### src/rtl/mem_port_arbiter.sv
// -----------------------------------------------------------------------------
// mem_port_arbiter
//
// Purpose:
//   Shares one single-port unified instruction/data memory between two
//   requesters: requester 0 (CPU) and requester 1 (DMA/debug loader). One
//   request is accepted at a time. For that request the arbiter drives the
//   memory address, write data and read/write strobes for exactly one cycle.
//   It then returns the registered read data with a one-cycle response pulse.
//   A transaction occupies IDLE -> ACCESS -> RESP, so at most one transaction
//   completes every three cycles.
//
// Handshake (valid/ready):
//   A requester raises i_reqN_valid and holds i_reqN_write, i_reqN_addr and
//   i_reqN_wdata stable until o_reqN_ready is seen high. The request
//   transfers on the rising edge where valid && ready are both 1. Ready is
//   combinational, is only asserted in IDLE, and is asserted for at most one
//   requester. After acceptance the requester-side fields are ignored because
//   the latched copy is used. The response is o_rspN_valid, a one-cycle pulse
//   with no back-pressure, two cycles after the accept edge.
//
// Configuration:
//   ARB_ROUND_ROBIN_EN (macro) - when defined, a tie is granted to the
//                                requester that was not served last. When
//                                undefined, PRIO_REQ always wins a tie.
//
// Parameters:
//   ADDR_W   - address width; passed to the memory unchanged
//   DATA_W   - data width
//   PRIO_REQ - requester index that wins ties under fixed priority (0 or 1)
//
// Ports:
//   i_clk, i_reset              - clock; synchronous active-high reset
//   i_reqN_valid/write/addr/wdata, o_reqN_ready - request channel, N=0,1
//   o_rspN_valid, o_rspN_rdata  - response pulse and read data (0 for writes)
//   o_mem_addr/wdata/read/write - memory controls (0 outside ACCESS)
//   i_mem_rdata                 - combinational read data from memory
//   o_state                     - current FSM state (0 IDLE, 1 ACCESS, 2 RESP)
// -----------------------------------------------------------------------------
module mem_port_arbiter #(
    parameter int ADDR_W   = 32,
    parameter int DATA_W   = 32,
    parameter int PRIO_REQ = 0
) (
    input  logic              i_clk,
    input  logic              i_reset,

    input  logic              i_req0_valid,
    input  logic              i_req0_write,
    input  logic [ADDR_W-1:0] i_req0_addr,
    input  logic [DATA_W-1:0] i_req0_wdata,
    output logic              o_req0_ready,

    input  logic              i_req1_valid,
    input  logic              i_req1_write,
    input  logic [ADDR_W-1:0] i_req1_addr,
    input  logic [DATA_W-1:0] i_req1_wdata,
    output logic              o_req1_ready,

    output logic              o_rsp0_valid,
    output logic [DATA_W-1:0] o_rsp0_rdata,
    output logic              o_rsp1_valid,
    output logic [DATA_W-1:0] o_rsp1_rdata,

    output logic [ADDR_W-1:0] o_mem_addr,
    output logic [DATA_W-1:0] o_mem_wdata,
    output logic              o_mem_read,
    output logic              o_mem_write,
    input  logic [DATA_W-1:0] i_mem_rdata,

    output logic [1:0]        o_state
);

    typedef enum logic [1:0] {
        ST_IDLE   = 2'd0,
        ST_ACCESS = 2'd1,
        ST_RESP   = 2'd2
    } state_t;

    state_t            r_state;
    logic [ADDR_W-1:0] r_addr;
    logic [DATA_W-1:0] r_wdata;
    logic [DATA_W-1:0] r_rdata;
    logic              r_write;
    logic              r_owner;
`ifdef ARB_ROUND_ROBIN_EN
    logic              r_last_grant;
`endif

    logic              w_winner;
    logic              w_accept;
    logic              w_in_access;
    logic              w_in_resp;
    logic [ADDR_W-1:0] w_sel_addr;
    logic [DATA_W-1:0] w_sel_wdata;
    logic              w_sel_write;

    // Winner selection. A lone valid requester always wins. Only a tie
    // consults the arbitration policy.
    always_comb begin
        w_winner = 1'b0;
        if (i_req0_valid && i_req1_valid) begin
`ifdef ARB_ROUND_ROBIN_EN
            w_winner = ~r_last_grant;
`else
            w_winner = (PRIO_REQ != 0);
`endif
        end else if (i_req1_valid) begin
            w_winner = 1'b1;
        end
    end

    // Reset masks ready so that no handshake can complete on a reset edge.
    assign w_accept     = (r_state == ST_IDLE) && (i_req0_valid || i_req1_valid) && !i_reset;
    assign o_req0_ready = w_accept && !w_winner;
    assign o_req1_ready = w_accept &&  w_winner;

    assign w_sel_addr  = w_winner ? i_req1_addr  : i_req0_addr;
    assign w_sel_wdata = w_winner ? i_req1_wdata : i_req0_wdata;
    assign w_sel_write = w_winner ? i_req1_write : i_req0_write;

    always_ff @(posedge i_clk) begin
        if (i_reset) begin
            r_state      <= ST_IDLE;
            r_addr       <= '0;
            r_wdata      <= '0;
            r_write      <= 1'b0;
            r_owner      <= 1'b0;
            r_rdata      <= '0;
`ifdef ARB_ROUND_ROBIN_EN
            r_last_grant <= 1'b1;
`endif
        end else begin
            case (r_state)
                ST_IDLE: begin
                    if (w_accept) begin
                        r_addr       <= w_sel_addr;
                        r_wdata      <= w_sel_wdata;
                        r_write      <= w_sel_write;
                        r_owner      <= w_winner;
`ifdef ARB_ROUND_ROBIN_EN
                        r_last_grant <= w_winner;
`endif
                        r_state      <= ST_ACCESS;
                    end
                end
                ST_ACCESS: begin
                    // A write returns zero. The store lands in memory on this same edge.
                    r_rdata <= r_write ? '0 : i_mem_rdata;
                    r_state <= ST_RESP;
                end
                ST_RESP: begin
                    r_state <= ST_IDLE;
                end
                default: begin
                    r_state <= ST_IDLE;
                end
            endcase
        end
    end

    // Strobes and the response are masked by reset in the same cycle.
    // Asserting reset during ACCESS therefore prevents a partial write.
    // Asserting reset during RESP suppresses the response.
    assign w_in_access = (r_state == ST_ACCESS);
    assign w_in_resp   = (r_state == ST_RESP) && !i_reset;

    assign o_mem_addr  = w_in_access ? r_addr  : '0;
    assign o_mem_wdata = w_in_access ? r_wdata : '0;
    assign o_mem_read  = w_in_access && !r_write && !i_reset;
    assign o_mem_write = w_in_access &&  r_write && !i_reset;

    assign o_rsp0_valid = w_in_resp && !r_owner;
    assign o_rsp1_valid = w_in_resp &&  r_owner;
    assign o_rsp0_rdata = o_rsp0_valid ? r_rdata : '0;
    assign o_rsp1_rdata = o_rsp1_valid ? r_rdata : '0;

    assign o_state = r_state;

endmodule

### config.mk
export PLATFORM = sky130hd
export DESIGN_NAME = mem_port_arbiter
export DESIGN_NICKNAME = d
export VERILOG_FILES = /design/src/rtl/mem_port_arbiter.sv
export SDC_FILE = /design/constraint.sdc
export NUM_CORES = 1
export LEC_CHECK = 0
export ABC_CLOCK_PERIOD_IN_PS = 1760
export BUFFER_PORTS_ARGS = -buffer_cell sky130_fd_sc_hd__buf_2
export CAP_MARGIN = 0
export CELL_PAD_IN_SITES_DETAIL_PLACEMENT = 0
export CELL_PAD_IN_SITES_GLOBAL_PLACEMENT = 1
export CORE_MARGIN = 2
export CORE_UTILIZATION = 30
export CTS_CLUSTER_SIZE = 40
export DETAILED_ROUTE_END_ITERATION = 10
export GPL_TIMING_DRIVEN = 0
export PLACE_DENSITY = 0.8
export SLEW_MARGIN = 20
export SYNTH_ARGS = -nofsm -noshare
export SYNTH_HDL_FRONTEND = slang
export SYNTH_SLANG_ARGS = --single-unit
### constraint.sdc
create_clock -name i_clk -period 1.76 [get_ports i_clk]
set_clock_uncertainty 0.1 [all_clocks]
set_input_delay 0.176 -clock i_clk [delete_from_list [all_inputs] [get_ports i_clk]]
set_output_delay 0.176 -clock i_clk [all_outputs]
set_load 0.01 [all_outputs]
== Word-level counts from Yosys, hierarchy flattened ==
Cells that the tools add are included.

* Equal/unequal tests: 3
* Reductions and logical operators: 19
* Multiplexer cells: 12

{| class="wikitable"
|+ Operators by type and width
! operator !! number
|-
| $mux W32 || 7
|-
| $logic_and A1 B1 Y1 || 12
|-
| $logic_not A1 Y1 || 4
|-
| $pmux W2 S2 || 1
|-
| $mux W1 || 3
|-
| $eq A2 B1 Y1 const B || 1
|-
| $eq A2 B2 Y1 const B || 1
|-
| $logic_not A2 Y1 || 1
|-
| $mux W2 || 1
|-
| $ne A2 B2 Y1 const B || 1
|-
| $reduce_and A2 Y1 || 1
|-
| $logic_or A1 B1 Y1 || 1
|}

* Register bits after elaboration: 100
* Word-level logic and storage cells: 40
* Bits of input ports: 166

== Depth between registers and ports, before layout ==
* Depth in word-level cells: 5
* Mapped depth: 6
* Depth with buffers taken out: 3

== Worst setup path after synthesis ==
Ideal clock, no wire load.

* Kind: reg2out
* Start: reg r_state[1], in the netlist o_state[1]
* End: out o_req0_ready
* Data required time: 1.484 ns
* Path slack: 0.025 ns
* Arrival time: 1.459 ns
* Cell stages (with the launch flop): 6
* Cell sequence: dfxtp_1 or4_4 buf_6 buf_6 buf_6 nor2_1

* Longest elaborated chain between the ends: 4

{| class="wikitable"
|+ Ends and longest elaborated chain
! element !! line !! text
|-
| from (decl) || 80 || <nowiki>state_t r_state;</nowiki>
|-
| from (signal assigned) || 124 || <nowiki>r_state <= ST_IDLE;</nowiki>
|-
| from (signal assigned) || 144 || <nowiki>r_state <= ST_ACCESS;</nowiki>
|-
| from (signal assigned) || 150 || <nowiki>r_state <= ST_RESP;</nowiki>
|-
| $logic_not A2 Y1 || 114 || <nowiki>assign w_accept = (r_state == ST_IDLE) && (i_req0_valid || i_req1_valid) && !i_reset;</nowiki>
|-
| $logic_and A1 B1 Y1 (2 in a row) || 114 ||
|-
| $logic_and A1 B1 Y1 || 115 || <nowiki>assign o_req0_ready = w_accept && !w_winner;</nowiki>
|-
| to (decl) || 52 || <nowiki>output logic o_req0_ready,</nowiki>
|}

Every way passes these cells.

== Worst setup path after layout ==
Ends and elaborated chain as after synthesis.

==> results.cfg <==
[sta]
fmax_mhz = 503
tns_ns = -5.26
relSlewSlack = 0.618
min_period_ns = 1.99
finalHoldViolCount = 0
final_max_slew_viol_count = 0
setup_viol = 119
rsz0062_at_grt = yes
fin_ws_ns = -0.228
fin_crit_sh = 1.13
worst_slew_pin_slew_ns = 0.573

[job]
maxCapViolCount = 0

[worst_setup_path]
worst_path_most_repeated_cell = buf_8
crit_arrival_ns = 1.71
crit_chain = or4_4 > buf_8 > buf_8 > nor2_4 > buf_6
cp-start-kind = register
slowest_stage = or4_4
r2r_slack_ns = 0.08
crit_path_max_fanout = 7
endpoint = o_req0_ready
crit_start = o_state[1]
regToRegEndpoint = r_wdata[18]
r2r-start = o_state[1]
cp.required_ns = 1.48
cpPeakStageDelay_ns = 0.55
worstSetupPathType = reg -> out
r2r_cells = 5
end_kind = output port

[yosys]
syn-mean-instance-area_um2 = 10.2
yosys_warnings = 0
synth-seq-cells = 100
syn_area_um2 = 4650
syn_inst = 455
yosys-top-cells-area = dfxtp_1, and2_1, mux2i_1
syn_nets = 621
ys_seq_area_frac = 0.430
yosysTopAreaCell = dfxtp_1
synth_top_area_share = 0.430
synth.distinct_cells = 24

[final_layout]
area_growth_syn_to_layout_pct = 88.2
final_nets = 997
drive_gt1_frac = 0.614
fillers = 1340
final_util = 0.576

[clocking]
numCtsBuffers = 9
cts_max_level = 3
clkSinkCount = 100
cts_tree = built
clkLatencyLatePin_ns = 0.34
cts.clk_slew.worst_paths_ns = 0.07
root_buffer = clkbuf_16
clockBufferDepth = 2

[floorplan]
num_io_pins = 302
die_h_um = 129
fp.dieW_um = 129
initial_core_util = 0.306
rows = 45
fp.dieArea_um2 = 16500
coreArea_um2 = 15200

[global_routing]
grt_max_degree = 16
overflow = 0
grt_pass1_wl_mm = 25.3
grt_pass1_vias = 4755
grt_usage = 0.198
antenna_found_initial = 1

[detailed_routing]
ant_nets = 0
dr_total_vias = 4915
routed_wl_mm = 17.5
via_per_inst = 4.80
drtPass1Iterations = 4
drt-wirelength-per-cell_um = 17.1
drt_iter0_markers = 159
drc = 0

[placement]
dpl.hpwl_mm = 11.3
io_buffers = 300
gp_congestion = 0.723

[outcome]
status = complete, but fails checks
violations = negative setup slack

[power]
p_sw_frac = 0.266
p_switching_w = 0.00152
pwr-share-comb = 0.215
power.density_nw_per_um2 = 653
pwr-share-seq = 0.453
pwr-share-clk = 0.332
ir_worst_vdd_uv = 417
intPower_w = 0.00420
p_leak_nw = 4.03

[worst_hold_path]
min_path_type = in -> reg
[critical path, delay by kind of cell (launching register included)]
family | cells | cell delay, ns
flops | 1 | 0.37
simple gates | 2 | 0.63
buf+inv | 3 | 0.36
[worst min path at each step]
| stage | from | to | slack, ns | cells past startpoint |
|---|---|---|---|---|
| 6_report | i_req0_addr[11] | r_addr[11] | 0.02 | 3 |
| 3_5_place_dp | i_reset | r_rdata[3] | 0.29 | 2 |
| 4_1_cts | i_req0_wdata[5] | r_wdata[5] | 0.0007 | 3 |
| 3_3_place_gp | i_reset | r_rdata[3] | 0.29 | 2 |
| 2_1_floorplan | i_mem_rdata[12] | r_rdata[12] | 0.21 | 1 |
| 5_1_grt | i_req0_wdata[27] | r_wdata[27] | 0.008 | 3 |
[logic make-up (layout without fill, tap and decap cells)]
logic type             after synthesis  in the layout  synth area share
buffers and inverters               45            426            0.0473
AO/OA/AOI/OAI                       98             98             0.183
multiplexers                        66             66             0.142
flip-flops                         100            100             0.430
AND/OR/NAND/NOR                    146            146             0.198
other                                0              1                 0
[placed cells by master (no fill, tap or decap), drive strengths merged]
cell type and count:
nor2b 4, and3 1, nor2 4, nand2 2, dlygate4sd3 39, o31a 1
nor4b 1, buf 355, nand3b 2, mux2i 65, clkinv 2, diode 1
o2bb2ai 65, a21oi 2, or4 1, nand2b 1, and2 128, dfxtp 100
nor3 1, and4bb 1, a22o 30, clkinvlp 1, clkbuf 27, inv 2
mux2 1
[through the flow]
step | worst slack [ns] | cells | total power [W] | hold slack, ns | cell area, µm²
after CTS | -0.280 | 1022 | 0.00569 | 0.000672 | 8050
after global placement | -0.654 | 943 | 0.00347 | 0.286 | 6390
after detailed placement | -0.591 | 943 | 0.00348 | 0.294 | 6390
after global routing | -0.306 | 1025 | 0.00601 | 0.00845 | 8760
final | -0.228 | 1025 | 0.00572 | 0.0158 | 8760
after floorplan | 0.0254 | 455 | 0.00307 | 0.209 | 4650
[cell usage after synthesis (all sizes together)]
| cell type | count |
|---|---|
| nor2b | 4 |
| nor3 | 1 |
| nor4b | 1 |
| o31a | 1 |
| nand3b | 2 |
| a21oi | 2 |
| nor2 | 4 |
| o2bb2ai | 65 |
| clkbuf | 26 |
| and3 | 1 |
| nand2 | 2 |
| a22o | 30 |
| and4bb | 1 |
| and2 | 128 |
| dfxtp | 100 |
| mux2i | 65 |
| buf | 17 |
| nand2b | 1 |
| or4 | 1 |
| mux2 | 1 |
| inv | 2 |
[what timing repair did]
item	4_1_cts	5_1_grt
hold endpoints to repair	37	0
resized for setup	193	189
hold buffers	39	0
gates cloned	12	1
endpoints found under the setup margin	213	174
pin swaps	93	16
setup buffers	14	3
[layer usage]
metal,GRT usage,share of wire
met1,0.233,0.40
met2,0.349,0.51
met3,0.0611,0.072
met4,0.0524,0.018
met5,0,0
[layout make-up]
| class | count | area, µm² | share of cell area |
|---|---|---|---|
| flip-flops and latches | 100 | 2010 | 0.230 |
| multi-input cells | 310 | 2810 | 0.321 |
| well taps | 188 | 235 | 0.0269 |
| clock buffers | 13 | 260 | 0.0297 |
| diodes | 1 | 2.50 | 0.000286 |
| plain buffers | 42 | 383 | 0.0437 |
| inverters | 2 | 7.51 | 0.000857 |
| repair buffers | 366 | 3030 | 0.346 |
| clock inverters | 3 | 21.3 | 0.00243 |
[sequential cells by signal, summed over array words and instances (netlist names)]
register  cells
o_state       2
r_addr       32
r_owner       1
r_rdata      32
r_wdata      32
r_write       1
[power by group through the flow]
stage	sequential [W]	clock, W	combinational, W
floorplan	0.00258	0	0.000487
global placement	0.00261	0	0.000865
detailed placement	0.00261	0	0.000870
CTS	0.00257	0.00197	0.00114
global route	0.00261	0.00206	0.00134
finish	0.00259	0.00190	0.00123
Power figures use the tool's default switching activity.
